`config.mk`:
```
export PLATFORM = sky130hd
export DESIGN_NAME = freelist_ctrl
export DESIGN_NICKNAME = d
export VERILOG_FILES = /design/src/rtl/freelist_ctrl_pkg.sv /design/src/rtl/way_prefix_cnt.sv /design/src/rtl/freelist_ctrl.sv
export SDC_FILE = /design/constraint.sdc
export NUM_CORES = 1
export LEC_CHECK = 0
export ABC_AREA = 1
export BUFFER_PORTS_ARGS = -buffer_cell sky130_fd_sc_hd__clkbuf_2
export CAP_MARGIN = 20
export CORE_AREA = 2 2 207 209
export CTS_BUF_LIST = sky130_fd_sc_hd__clkbuf_4
export DETAILED_ROUTE_END_ITERATION = 10
export DIE_AREA = 0 0 209 211
export SYNTH_ARGS = -nofsm -noshare
export SYNTH_HDL_FRONTEND = slang
export SYNTH_SLANG_ARGS = --single-unit
```
`constraint.sdc`:
```
create_clock -name clock -period 5.3 [get_ports clock]
set_input_delay 0.265 -clock clock [delete_from_list [all_inputs] [get_ports clock]]
set_output_delay 0.265 -clock clock [all_outputs]
set_load 0.01 [all_outputs]
```
`src/rtl/freelist_ctrl_pkg.sv`:
```
// Shared rename definitions: machine widths, free-list pointer types and index helper.
package freelist_ctrl_pkg;

  localparam int unsigned WAY          = 3;
  localparam int unsigned PHY_REG_NUM  = 64;
  localparam int unsigned ARCH_REG_NUM = 32;

  localparam int unsigned FL_DEPTH     = PHY_REG_NUM - ARCH_REG_NUM;
  localparam int unsigned FL_IDX_LEN   = $clog2(FL_DEPTH);
  // One extra MSB acts as the wrap bit so full and empty are distinguishable.
  localparam int unsigned FL_PTR_LEN   = FL_IDX_LEN + 1;
  localparam int unsigned WAY_CNT_LEN  = $clog2(WAY + 1);
  localparam int unsigned PHY_IDX_LEN  = $clog2(PHY_REG_NUM);
  localparam int unsigned ARCH_IDX_LEN = $clog2(ARCH_REG_NUM);

  typedef logic [PHY_IDX_LEN-1:0]  phy_reg_idx_t;
  typedef logic [ARCH_IDX_LEN-1:0] arch_reg_idx_t;
  typedef logic [FL_PTR_LEN-1:0]   fl_ptr_t;
  typedef logic [FL_IDX_LEN-1:0]   fl_idx_t;
  typedef logic [WAY_CNT_LEN-1:0]  way_cnt_t;

  // Storage index of a wrap-bit pointer.
  function automatic fl_idx_t fl_idx(input fl_ptr_t ptr);
    return ptr[FL_IDX_LEN-1:0];
  endfunction

endpackage

```
`src/rtl/way_prefix_cnt.sv`:
```
// Per-slot exclusive prefix popcount of a WAY-wide mask, plus the total popcount.
module way_prefix_cnt
  import freelist_ctrl_pkg::*;
(
  input  logic     [WAY-1:0] mask_i,
  output way_cnt_t [WAY-1:0] prefix_o,
  output way_cnt_t           total_o
);

  way_cnt_t acc;

  // Ripple accumulate: slot i sees the count of set bits strictly below it.
  always_comb begin
    acc      = '0;
    prefix_o = '0;
    for (int i = 0; i < WAY; i++) begin
      prefix_o[i] = acc;
      acc         = acc + way_cnt_t'(mask_i[i]);
    end
    total_o = acc;
  end

endmodule

```
`src/rtl/freelist_ctrl.sv`:
```
// Physical-register free list: compacted grants to dispatch, reclaim at retire,
// speculative head restored to the architectural head on squash.
module freelist_ctrl
  import freelist_ctrl_pkg::*;
(
  input  logic                          clock,
  input  logic                          reset_n,
  // Dispatch side
  input  way_cnt_t                      num_to_dispatch,
  input  arch_reg_idx_t [WAY-1:0]       arch_dest_reg,
  output phy_reg_idx_t  [WAY-1:0]       dispatch_free_reg,
  output way_cnt_t                      free_reg_valid,
  // Retire side
  input  way_cnt_t                      retire_num,
  input  logic          [WAY-1:0]       retire_has_dest,
  input  phy_reg_idx_t  [WAY-1:0]       retire_old_reg,
  input  logic                          squash,
  output fl_ptr_t                       free_count
);

  // Pointer state: head is speculative, arch_head tracks committed allocations.
  fl_ptr_t      head_q, head_d;
  fl_ptr_t      arch_head_q, arch_head_d;
  fl_ptr_t      tail_q, tail_d;
  phy_reg_idx_t fl_mem_q [FL_DEPTH];
  phy_reg_idx_t fl_mem_d [FL_DEPTH];

  logic     [WAY-1:0] alloc_mask;
  logic     [WAY-1:0] free_mask;
  way_cnt_t [WAY-1:0] alloc_pre;
  way_cnt_t [WAY-1:0] free_pre;
  way_cnt_t           alloc_total;
  way_cnt_t           free_total;
  way_cnt_t           alloc_eff;
  fl_ptr_t            count;
  fl_ptr_t  [WAY-1:0] rd_ptr;

  // Slot masks for allocation and reclaim.
  always_comb begin
    alloc_mask = '0;
    free_mask  = '0;
    for (int i = 0; i < WAY; i++) begin
      alloc_mask[i] = (way_cnt_t'(i) < num_to_dispatch) && (arch_dest_reg[i] != '0);
      free_mask[i]  = (way_cnt_t'(i) < retire_num) && retire_has_dest[i];
    end
  end

  way_prefix_cnt u_alloc_cnt (
    .mask_i   (alloc_mask),
    .prefix_o (alloc_pre),
    .total_o  (alloc_total)
  );

  way_prefix_cnt u_free_cnt (
    .mask_i   (free_mask),
    .prefix_o (free_pre),
    .total_o  (free_total)
  );

  // Occupancy and valid count depend on registered state only.
  always_comb begin
    count      = tail_q - head_q;
    free_count = count;
    if (count >= fl_ptr_t'(WAY)) begin
      free_reg_valid = way_cnt_t'(WAY);
    end else begin
      free_reg_valid = way_cnt_t'(count);
    end
  end

  // Grants: allocating slots read compacted entries; idle slots show head+i.
  always_comb begin
    rd_ptr            = '0;
    dispatch_free_reg = '0;
    for (int i = 0; i < WAY; i++) begin
      if (alloc_mask[i]) begin
        rd_ptr[i] = head_q + fl_ptr_t'(alloc_pre[i]);
      end else begin
        rd_ptr[i] = head_q + fl_ptr_t'(i);
      end
      dispatch_free_reg[i] = fl_mem_q[fl_idx(rd_ptr[i])];
    end
  end

  // Pointer next state; squash drops this cycle's dispatch and rewinds to the
  // committed head, which already includes same-cycle commits.
  always_comb begin
    alloc_eff   = squash ? '0 : alloc_total;
    arch_head_d = arch_head_q + fl_ptr_t'(free_total);
    tail_d      = tail_q + fl_ptr_t'(free_total);
    if (squash) begin
      head_d = arch_head_d;
    end else begin
      head_d = head_q + fl_ptr_t'(alloc_eff);
    end
  end

  // Reclaimed registers are packed in slot order starting at tail.
  always_comb begin
    fl_mem_d = fl_mem_q;
    for (int i = 0; i < WAY; i++) begin
      if (free_mask[i]) begin
        fl_mem_d[fl_idx(tail_q + fl_ptr_t'(free_pre[i]))] = retire_old_reg[i];
      end
    end
  end

  // Pointer registers; tail starts one full lap ahead of head.
  always_ff @(posedge clock or negedge reset_n) begin
    if (!reset_n) begin
      head_q      <= '0;
      arch_head_q <= '0;
      tail_q      <= fl_ptr_t'(FL_DEPTH);
    end else begin
      head_q      <= head_d;
      arch_head_q <= arch_head_d;
      tail_q      <= tail_d;
    end
  end

  // Free-list storage; initially holds every non-architectural register.
  always_ff @(posedge clock or negedge reset_n) begin
    if (!reset_n) begin
      for (int i = 0; i < FL_DEPTH; i++) begin
        fl_mem_q[i] <= phy_reg_idx_t'(ARCH_REG_NUM + i);
      end
    end else begin
      fl_mem_q <= fl_mem_d;
    end
  end

  // Illegal-input checks; the design does not attempt to recover.
  always_ff @(posedge clock) begin
    if (reset_n) begin
      assert (squash || (alloc_total <= free_reg_valid));
      assert (({1'b0, count} + (FL_PTR_LEN+1)'(free_total)) <= (FL_PTR_LEN+1)'(FL_DEPTH));
      assert (retire_num <= way_cnt_t'(WAY));
    end
  end

endmodule

```
==> run summary <==
ratio of cells with drive above 1 in the final layout = 0.1322
Nets = 3084
Levels on crit path = 10
CTS clk-pin slew, worst paths = 0.06 ns
FFs w/ async S/R, synth = 1.000
relative slew slack = 0.1977
post-synthesis average cell area = 6.191 um^2
largest family of logic cells by synthesized area = simple AND/OR/NAND/NOR gates
initial core utilization = 0.4468
clock skew = 0.03314 ns
CP most frequent cell = nand2_1
fin. max-slew vios = 0
CTS tree = done
max-cap violations = 0
Synth area leader = dfstp_2
top-area cell type share of the netlist area = 0.1591
Resized Gates After CTS = 0
total setup buffers inserted after CTS = 0
outcome = finished, final reports clean
CTS Buf Count = 67
XOR/XNOR Fraction of Synth Area = 0.01080
CP Cell Sequence = clkinv_1, xor2_1, nand2_1, nand2_1, inv_1, nand3_1, nand2_1, nand2_1, nand2_1, clkbuf_2
via-per-instance ratio = 6.300
Post-synth top cells = nand2_1 (733), nand3_1 (381), a21oi_1 (333)
Starting DRT DRC Count = 3350
# rows = 75
HPWL after detailed placement = 64750 um
die extent in x = 209 um
EDFF count, synth = 0
DIE AREA = 44100 um^2
# clock sinks = 210
worst slew pin tran = 1.203 ns
layout filler cell count = 4388
PortBufs = 68
vias in the first global route = 20844
Detailed Route WL = 96670 um
Worst setup EP type = output pin
Net Count, Synth = 3088
most common cell in the netlist = nand2_1
crit share post-route = 0.8574
Hold Vio Cnt, Final = 0
Clock Root Buffer = clkbuf_4
I/O Pins = 69
Leakage = 9.330 nW
fin crit period = 4.544 ns
Area Growth Syn to Fin = 9.341%
Final ANT Viol Nets = 0
mux cell area share after synthesis = 0
Post-Synth Adder-Cell Area = 0.02401
R2R depth = 12
GRT overflow = 0
top_reg_cell synth = dfstp_2
Synth Register Bits = 210
WP buf/inv = 3
die span in y = 211 um
Post-Synth Simple-Gate Area = 0.2989
yosys warns = 0
CP max stage cell = clkinv_1
Worst Path Required = 5.04 ns
Area contributors post-synth = dfstp_2 (16%), nand2_1 (15%), dfrtp_1 (13%)
RSZ-0062 raised after global routing = false
Worst Path Max Fanout = 15
H-tree depth = 3
compound-gate portion of the synthesized area = 0.2664
DR WL/cell = 26.84 um
Cell Pwr Density = 748.1 nW/um^2
Skew-Pair Late Insertion Delay = 0.81 ns
1st-pass router iterations = 6
Fmax = 0.2201 GHz
Placer Congestion = 1.025
CTS Buffer Depth = 3
first-pass GRT wire length = 140800 um
Largest delay share family, worst path = buffers and inverters
Peak VDD IR = 0.6053 mV
worst hold margin = 0.06916 ns
critical path class = reg -> out
count of cell types in the netlist = 34
# DRC = 0
Setup TNS Final = 0 ns
slowest cell delay on critical path = 0.83 ns
total track usage = 0.4365
pin count of the biggest net entering global routing = 120
number of antenna violations at the first check in global routing = 3
post-synthesis sequential area ratio = 0.2892
via count = 22693
Hold Path Class = in -> async
CP startpoint kind = flip-flop
core area = 41760 um^2
Setup violations, final = 0
Netlist Area Pre-Place = 18660 um^2
Cells after Synth = 3014
Critical Path AT = 4.28 ns
-- path summary, 6_finish.rpt --
kind	slack, ns	endpoint	startpoint
worst max-delay path	0.76	dispatch_free_reg[13]	head_q[3]
worst min-delay path	0.07	arch_head_q[1]	reset_n
worst max register to register	1.72	fl_mem_q[191]	tail_q[0]
worst min register to register	0.50	arch_head_q[5]	arch_head_q[5]
max in group asynchronous	4.04	fl_mem_q[189]	reset_n
min in group clock	0.07	fl_mem_q[177]	retire_old_reg[3]
-- power by group --
group	internal [W]	leakage [nW]	total, W	switching [W]
Combinational	0.00310	6.48	0.00998	0.00688
Clock	0.000894	0.499	0.00175	0.000853
Sequential	0.00263	2.35	0.00353	0.000905
-- per-layer routing --
metal,up-vias,GRT usage,share of wire
li1,10195,-,-
met2,1631,0.6182,0.40
met4,0,0.2328,0.060
met1,10554,0.5895,0.39
met3,313,0.1405,0.14
met5,-,0,0
-- cells in the final DEF, fill, tap and decap left out, drive strengths merged, types with 19 or more instances in the layout --
cell	count
nand2	734
nand3	381
a21oi	335
inv	328
o21ai	313
o211ai	195
nor2	175
clkbuf	165
dfstp	113
dfrtp	97
buf	61
nor3	26
ha	23
xor2	19
-- cells by family (layout without fill, tap and decap cells) --
group	after synthesis	in the layout
AO/OA/AOI/OAI	881	881
AND/OR/NAND/NOR	1326	1326
XOR/XNOR	23	23
flip-flops	210	210
adder cells (fa/ha/maj)	31	31
other	0	6
buffers and inverters	543	586
-- through the flow --
stage                     area [um^2]  worst slack [ns]  instances  power, W  utilization
after global routing            20400            0.6896       3601   0.01622       0.4885
after global placement          19400             1.173       3467   0.01300       0.4645
after detailed placement        19420             1.108       3468   0.01308       0.4652
after floorplan                 18660             1.972       3014  0.009377            -
after CTS                       20390            0.8910       3596   0.01488       0.4882
final                           20400            0.7557       3602   0.01526       0.4886
-- state kept, by name, summed over array words and instances, names as in the netlist --
name         cells
tail_q           6
head_q           6
fl_mem_q       192
arch_head_q      6
-- what timing repair did --
item                                    in CTS  in global routing
endpoints found under the setup margin       0                  0
endpoints found under the hold margin      152                  0
hold buffers                                12                  0
-- final cells by class --
type | instances | area [um^2] | share of cell area
inverter | 330 | 1239 | 0.06071
clock buffer | 98 | 735.7 | 0.03606
clock inverter | 18 | 106.4 | 0.005213
timing repair buffer | 140 | 978.4 | 0.04796
multi-input combinational | 2261 | 11250 | 0.5515
sequential | 210 | 5401 | 0.2647
antenna | 6 | 15.01 | 0.0007359
tap | 539 | 674.4 | 0.03306
(Power assumes the default switching activity.)
